===== src/rtl/vga_pkg.sv =====
// Shared constants, widths and decoder state encoding for the uart-to-screen-buffer path.
package vga_pkg;

  localparam int N_COL           = 80;
  localparam int N_ROW           = 30;
  localparam int N_COL_WIDTH     = 7;
  localparam int N_ROW_WIDTH     = 5;
  localparam int N_CHARS_WIDTH   = 7;
  localparam int UART_DATA_WIDTH = 8;

  localparam logic [UART_DATA_WIDTH-1:0] LF = 8'h0A;
  localparam logic [UART_DATA_WIDTH-1:0] FF = 8'h0C;

  typedef enum logic [2:0] {
    S_COL,
    S_ROW,
    S_CHAR,
    S_EOL,
    S_CLEAR
  } dec_state_e;

endpackage


===== src/rtl/rx_edge_detect.sv =====
// Registered rising-edge detector for uart data-valid strobes that may be held high for several cycles.
module rx_edge_detect (
  input  logic clk_i,
  input  logic rst_i,
  input  logic valid_i,
  output logic rise_o
);

  logic valid_p1;

  always_ff @(posedge clk_i) begin
    if (rst_i) begin
      valid_p1 <= 1'b0;
    end else begin
      valid_p1 <= valid_i;
    end
  end

  assign rise_o = valid_i & ~valid_p1;

endmodule


===== src/rtl/uart_cmd_decoder.sv =====
// Decodes 4-byte uart frames (col, row, char, LF) into single-cycle screen-buffer writes.
// Optional full-screen clear sweep on a form-feed byte when UART_CMD_CLEAR_EN is defined.
module uart_cmd_decoder #(
  parameter int         N_COL          = 80,
  parameter int         N_ROW          = 30,
  parameter int         TIMEOUT_CYCLES = 250000,
  parameter logic [6:0] CLEAR_CHAR     = 7'h20
) (
  input  logic       clk_i,
  input  logic       rst_i,
  input  logic       rx_valid_i,
  input  logic [7:0] rx_data_i,
  output logic       wr_en_o,
  output logic [6:0] col_o,
  output logic [4:0] row_o,
  output logic [6:0] char_o,
  output logic       err_o,
  output logic       busy_o
);
  import vga_pkg::*;

  localparam int TO_W = $clog2(TIMEOUT_CYCLES);
  localparam logic [N_COL_WIDTH-1:0] COL_LIM  = N_COL_WIDTH'(N_COL);
  localparam logic [N_ROW_WIDTH-1:0] ROW_LIM  = N_ROW_WIDTH'(N_ROW);
  localparam logic [N_COL_WIDTH-1:0] COL_LAST = N_COL_WIDTH'(N_COL - 1);
  localparam logic [N_ROW_WIDTH-1:0] ROW_LAST = N_ROW_WIDTH'(N_ROW - 1);
  localparam logic [TO_W-1:0]        TO_LAST  = TO_W'(TIMEOUT_CYCLES - 1);

  // A single subtraction folds column codes N_COL..2*N_COL-1 back into range.
  function automatic logic [N_COL_WIDTH-1:0] wrap_col(input logic [N_COL_WIDTH-1:0] b);
    return (b >= COL_LIM) ? b - COL_LIM : b;
  endfunction

  logic                        accept;
  logic                        take;
  dec_state_e                  state_q, state_d;
  logic [N_COL_WIDTH-1:0]      col_q, col_d;
  logic [N_ROW_WIDTH-1:0]      row_q, row_d;
  logic                        bad_q, bad_d;
  logic [TO_W-1:0]             to_cnt_q, to_cnt_d;
  logic                        in_frame;
  logic                        wr_d, err_d;
  logic [N_COL_WIDTH-1:0]      wcol_d, wrapped;
  logic [N_ROW_WIDTH-1:0]      wrow_d;
  logic [N_CHARS_WIDTH-1:0]    wchar_d;

`ifdef UART_CMD_CLEAR_EN
  logic [N_COL_WIDTH-1:0]      clr_col_q, clr_col_d;
  logic [N_ROW_WIDTH-1:0]      clr_row_q, clr_row_d;
  logic                        busy_q, busy_d;
`endif

  rx_edge_detect u_rx_edge (
    .clk_i   (clk_i),
    .rst_i   (rst_i),
    .valid_i (rx_valid_i),
    .rise_o  (accept)
  );

  assign in_frame = (state_q == S_ROW) || (state_q == S_CHAR) || (state_q == S_EOL);
  assign wrapped  = wrap_col(rx_data_i[6:0]);

  always_comb begin
    state_d  = state_q;
    col_d    = col_q;
    row_d    = row_q;
    bad_d    = bad_q;
    to_cnt_d = in_frame ? to_cnt_q + TO_W'(1) : '0;
    wr_d     = 1'b0;
    err_d    = 1'b0;
    wcol_d   = col_o;
    wrow_d   = row_o;
    wchar_d  = char_o;
    take     = accept;
`ifdef UART_CMD_CLEAR_EN
    clr_col_d = clr_col_q;
    clr_row_d = clr_row_q;
    busy_d    = 1'b0;
    // Any byte arriving while busy is visible is dropped and reported.
    if (busy_q && accept) begin
      take  = 1'b0;
      err_d = 1'b1;
    end
    if (state_q == S_CLEAR) begin
      wr_d    = 1'b1;
      wcol_d  = clr_col_q;
      wrow_d  = clr_row_q;
      wchar_d = CLEAR_CHAR;
      if (clr_col_q == COL_LAST) begin
        clr_col_d = '0;
        if (clr_row_q == ROW_LAST) begin
          clr_row_d = '0;
          state_d   = S_COL;
        end else begin
          clr_row_d = clr_row_q + N_ROW_WIDTH'(1);
        end
      end else begin
        clr_col_d = clr_col_q + N_COL_WIDTH'(1);
      end
    end
`endif
    if (take) begin
      to_cnt_d = '0;
      case (state_q)
        S_COL: begin
          if (rx_data_i == LF) begin
            state_d = S_COL;
          end
`ifdef UART_CMD_CLEAR_EN
          else if (rx_data_i == FF) begin
            clr_col_d = '0;
            clr_row_d = '0;
            state_d   = S_CLEAR;
          end
`endif
          else begin
            col_d   = wrapped;
            bad_d   = (wrapped >= COL_LIM);
            state_d = S_ROW;
          end
        end
        S_ROW: begin
          if (rx_data_i[4:0] < ROW_LIM) begin
            row_d = rx_data_i[4:0];
          end else begin
            bad_d = 1'b1;
          end
          state_d = S_CHAR;
        end
        S_CHAR: begin
          if (bad_q) begin
            err_d = 1'b1;
          end else begin
            wr_d    = 1'b1;
            wcol_d  = col_q;
            wrow_d  = row_q;
            wchar_d = rx_data_i[6:0];
          end
          bad_d   = 1'b0;
          state_d = S_EOL;
        end
        S_EOL: begin
          err_d   = (rx_data_i != LF);
          state_d = S_COL;
        end
        default: state_d = S_COL;
      endcase
    end else if (in_frame && (to_cnt_q == TO_LAST)) begin
      // Abandon a stalled frame so the next byte is treated as a column again.
      state_d  = S_COL;
      err_d    = 1'b1;
      bad_d    = 1'b0;
      to_cnt_d = '0;
    end
`ifdef UART_CMD_CLEAR_EN
    // Held through the cycle carrying the final sweep write.
    busy_d = (state_d == S_CLEAR) || (state_q == S_CLEAR);
`endif
  end

  always_ff @(posedge clk_i) begin
    if (rst_i) begin
      state_q  <= S_COL;
      to_cnt_q <= '0;
      bad_q    <= 1'b0;
      wr_en_o  <= 1'b0;
      err_o    <= 1'b0;
      col_o    <= '0;
      row_o    <= '0;
      char_o   <= '0;
    end else begin
      state_q  <= state_d;
      to_cnt_q <= to_cnt_d;
      bad_q    <= bad_d;
      wr_en_o  <= wr_d;
      err_o    <= err_d;
      col_o    <= wcol_d;
      row_o    <= wrow_d;
      char_o   <= wchar_d;
    end
  end

  always_ff @(posedge clk_i) begin
    col_q <= col_d;
    row_q <= row_d;
  end

`ifdef UART_CMD_CLEAR_EN
  always_ff @(posedge clk_i) begin
    if (rst_i) begin
      clr_col_q <= '0;
      clr_row_q <= '0;
      busy_q    <= 1'b0;
    end else begin
      clr_col_q <= clr_col_d;
      clr_row_q <= clr_row_d;
      busy_q    <= busy_d;
    end
  end

  assign busy_o = busy_q;
`else
  assign busy_o = 1'b0;
`endif

endmodule


===== config.mk =====
export PLATFORM = sky130hd
export DESIGN_NAME = uart_cmd_decoder
export DESIGN_NICKNAME = d
export VERILOG_FILES = /design/src/rtl/vga_pkg.sv /design/src/rtl/rx_edge_detect.sv /design/src/rtl/uart_cmd_decoder.sv
export SDC_FILE = /design/constraint.sdc
export NUM_CORES = 1
export LEC_CHECK = 0
export CAP_MARGIN = 10
export CORE_MARGIN = 2
export CORE_UTILIZATION = 51
export CTS_BUF_LIST = sky130_fd_sc_hd__clkbuf_4
export DETAILED_ROUTE_END_ITERATION = 6
export PLACE_DENSITY = 0.86
export SLEW_MARGIN = 20
export SYNTH_ARGS = -nofsm -noshare
export SYNTH_HDL_FRONTEND = slang
export SYNTH_SLANG_ARGS = --single-unit

===== constraint.sdc =====
create_clock -name clk_i -period 2.08 [get_ports clk_i]
set_input_delay 0.312 -clock clk_i [delete_from_list [all_inputs] [get_ports clk_i]]
set_output_delay 0.312 -clock clk_i [all_outputs]
set_load 0.01 [all_outputs]

==> flow_summary.yaml <==
run_status:
  status: "completed"
detailed_routing:
  detail-route-antenna-nets: 0
  num_vias: 1917
  dr.pass1.iters: 4
  drcViolationCount: 0
  vias_per_cell: 5.51
  wl_per_cell_um: 14.0
  routed_wl_um: 4870
  drtIter0Drc: 87
layout:
  fin_nets: 314
  area_growth_pct: 23.0
  post-route-util: 0.663
  final_cells: 348
  design_area_sq_mm: 0.00293
  diodes: 0
  drive_gt1_frac: 0.132
  n_fill_cell: 365
hold_path:
  hold_path_class: "reg -> reg"
placed_design:
  globalplace.congestion: 0.819
  dp_hpwl_um: 3650
  place_inst: 340
  place_area_sq_mm: 0.00285
  dp_worst_setup_slack_ps: -92.2
  portBuffers: 31
pwr:
  ir_worst_vdd_v: 0.000411
  p_leak_uw: 0.000986
  power_density_mw_per_mm2: 617
grt:
  grt_usage: 0.203
  grt_max_degree: 23
  grt_pass1_vias: 1844
  grt-ovfl-total: 0
  grt_pass1_wl_um: 8310
  antenna_found_initial: 0
floorplan:
  die_y_um: 72.3
  initial_core_util: 0.539
  ios: 33
  dieArea_sq_mm: 0.00523
  die_w_um: 72.3
  core-area_sq_mm: 0.00441
  rows: 24
logic_synthesis:
  synth_cells: 251
  yosys.area_share.xor_xnor: 0.0479
  synth_edf_count: 12
  synth_top_area_share: 0.362
  synth_top_family_by_area: "simple AND/OR/NAND/NOR gates"
  synth.area.top_cells: "dfxtp_1 (36%), edfxtp_1 (15%), nand2_1 (6.9%)"
  ys_types: 51
  netlist_area_sq_mm: 0.00238
  ys_ff_latch: 55
  ys_seq_area_frac: 0.513
  yosys.area.top_type: "dfxtp_1"
  synth_common_cells: "nand2_1 (44), dfxtp_1 (43), a21oi_1 (26), nor2_1 (21), edfxtp_1 (12)"
  synth.most_common_cell: "nand2_1"
  synthMuxAreaShare: 0.00421
  synth-async-reset-ratio: 0
  synth-simple-area-share: 0.233
  synth_nets: 270
  synth_compound_area_frac: 0.115
  ys.flop_type: "dfxtp_1"
  ys_warn_count: 0
  synthAdderAreaFrac: 0.0421
  avgSynthCellArea_sq_um: 9.48
job:
  maxCapViolations: 0
timing:
  finalSetupViolations: 0
  tns_ps: 0
  timing.fmax_ghz: 0.498
  slew_headroom: 0.598
  fin_skew_ps: 8.06
  period_minus_slack_ps: 2010
  slew_violations: 0
  rsz0062_at_grt: "false"
  post-route-period-util: 0.965
  fin_ws_ps: 72.2
  worst_pin_slew_ps: 601
  hold_viol: 0
clock_tree:
  cts_root_buffer: "clkbuf_4"
  clock-sinks: 55
  htree_levels: 2
  hold_buffers: 0
  cts_tree: "built"
  clockBufferDepth: 2
  cts_buffers: 5
  worstSkewPairLatency_ps: 370
  clk_pin_slew_worst_paths_ps: 160
setup_path:
  critPathBufInv: 2
  crit_path_top_delay_cell: "or4b_2"
  cp-start-kind: "register"
  arrival_ps: 2290
  cp-end-kind: "register"
  cp.required_ps: 2370
  setup.worst_path.class: "reg -> reg"
  worstPathMaxFanout: 4
  critical-path-max-stage-delay_ps: 700
  cp_top_family: "simple AND/OR/NAND/NOR gates"
  worstPathCellList: "inv_1 -> ha_2 -> buf_4 -> or4b_2 -> o2bb2ai_2 -> nor4_1 -> a221o_1"
tightest hold or removal path, cell delays in order, from the launching register on:
cell and delay, ps:
dfxtp_1 340, nand2_1 50, a21oi_1 50
logic make-up (layout without fill, tap and decap cells):
family | count (synthesis) | after routing
other | 1 | 1
adders and majority gates | 8 | 8
and+or+nand+nor | 108 | 108
AOI/OAI and AO/OA | 44 | 44
xor gates and xnor gates | 13 | 13
DFF | 55 | 55
muxes | 1 | 1
buffers and inverters | 21 | 66
state kept, by name, summed over array words and instances (netlist names):
| name | count |
|---|---|
| row_o | 5 |
| bad_q | 1 |
| char_o | 7 |
| col_q | 7 |
| err_o | 1 |
| to_cnt_q | 18 |
| u_rx_edge.valid_p1 | 1 |
| col_o | 7 |
| state_q | 2 |
| wr_en_o | 1 |
| row_q | 5 |
layer usage:
layer  vias to the layer above  GRT usage  wire length (um)
met2                        42      0.351              2450
met3                         5     0.0375               145
met4                         0     0.0692                46
li1                        954          -                 -
met5                         -          0                 0
met1                       916      0.255              2220
stage by stage:
step / power, uW / hold slack, ps
after floorplan: 1260 / 411
after global placement: 1350 / 441
after detailed placement: 1360 / 449
after CTS: 1820 / 469
after global routing: 1880 / 489
final: 1800 / 466
worst paths after layout:
path	start	end	slack [ps]	cells after the start
setup / recovery	state_q[0]$_SDFFE_PP0P_	bad_q$_SDFFE_PP0P_	70	7
hold / removal	col_o[0]$_SDFFE_PP0P_	col_o[0]$_SDFFE_PP0P_	470	2
setup reg to reg	state_q[0]$_SDFFE_PP0P_	bad_q$_SDFFE_PP0P_	70	7
hold reg to reg	col_o[0]$_SDFFE_PP0P_	col_o[0]$_SDFFE_PP0P_	470	2
timing repair:
action / in CTS / in global routing
setup buffers: 0 / 0
endpoints found under the setup margin: 1 / 19
gates resized for setup: 3 / 3
pin swaps: 1 / 4
placed cells by master, fill, tap and decap left out, types with 5 or more instances in the layout:
cell             Yosys  layout
buf_4                1      15
nor2_1              21      21
a21oi_1             26      26
ha_1                 8       7
nand2_1             44      44
nand3_1              6       6
or4_1                5       5
inv_1               10      10
edfxtp_1            12      12
dfxtp_1             43      41
xnor2_1             11      11
clkdlybuf4s50_1      0      31
clkbuf_4             0       5
where the power goes:
| part | switching, uW | total, uW | internal, uW |
|---|---|---|---|
| logic | 103 | 201 | 97.5 |
| registers | 13.2 | 1140 | 1120 |
| clock network | 337 | 467 | 130 |
area by class of cell:
| cell class | count | area (sq um) | area share |
|---|---|---|---|
| repair buffers | 48 | 463 | 0.158 |
| flip-flops and latches | 55 | 1220 | 0.418 |
| clock inverters | 3 | 20.0 | 0.00684 |
| clock buffers | 5 | 37.5 | 0.0128 |
| multi-input cells | 175 | 1080 | 0.369 |
| inverters | 10 | 37.5 | 0.0128 |
| well taps | 52 | 65.1 | 0.0222 |
Power figures use the tool's default switching activity.
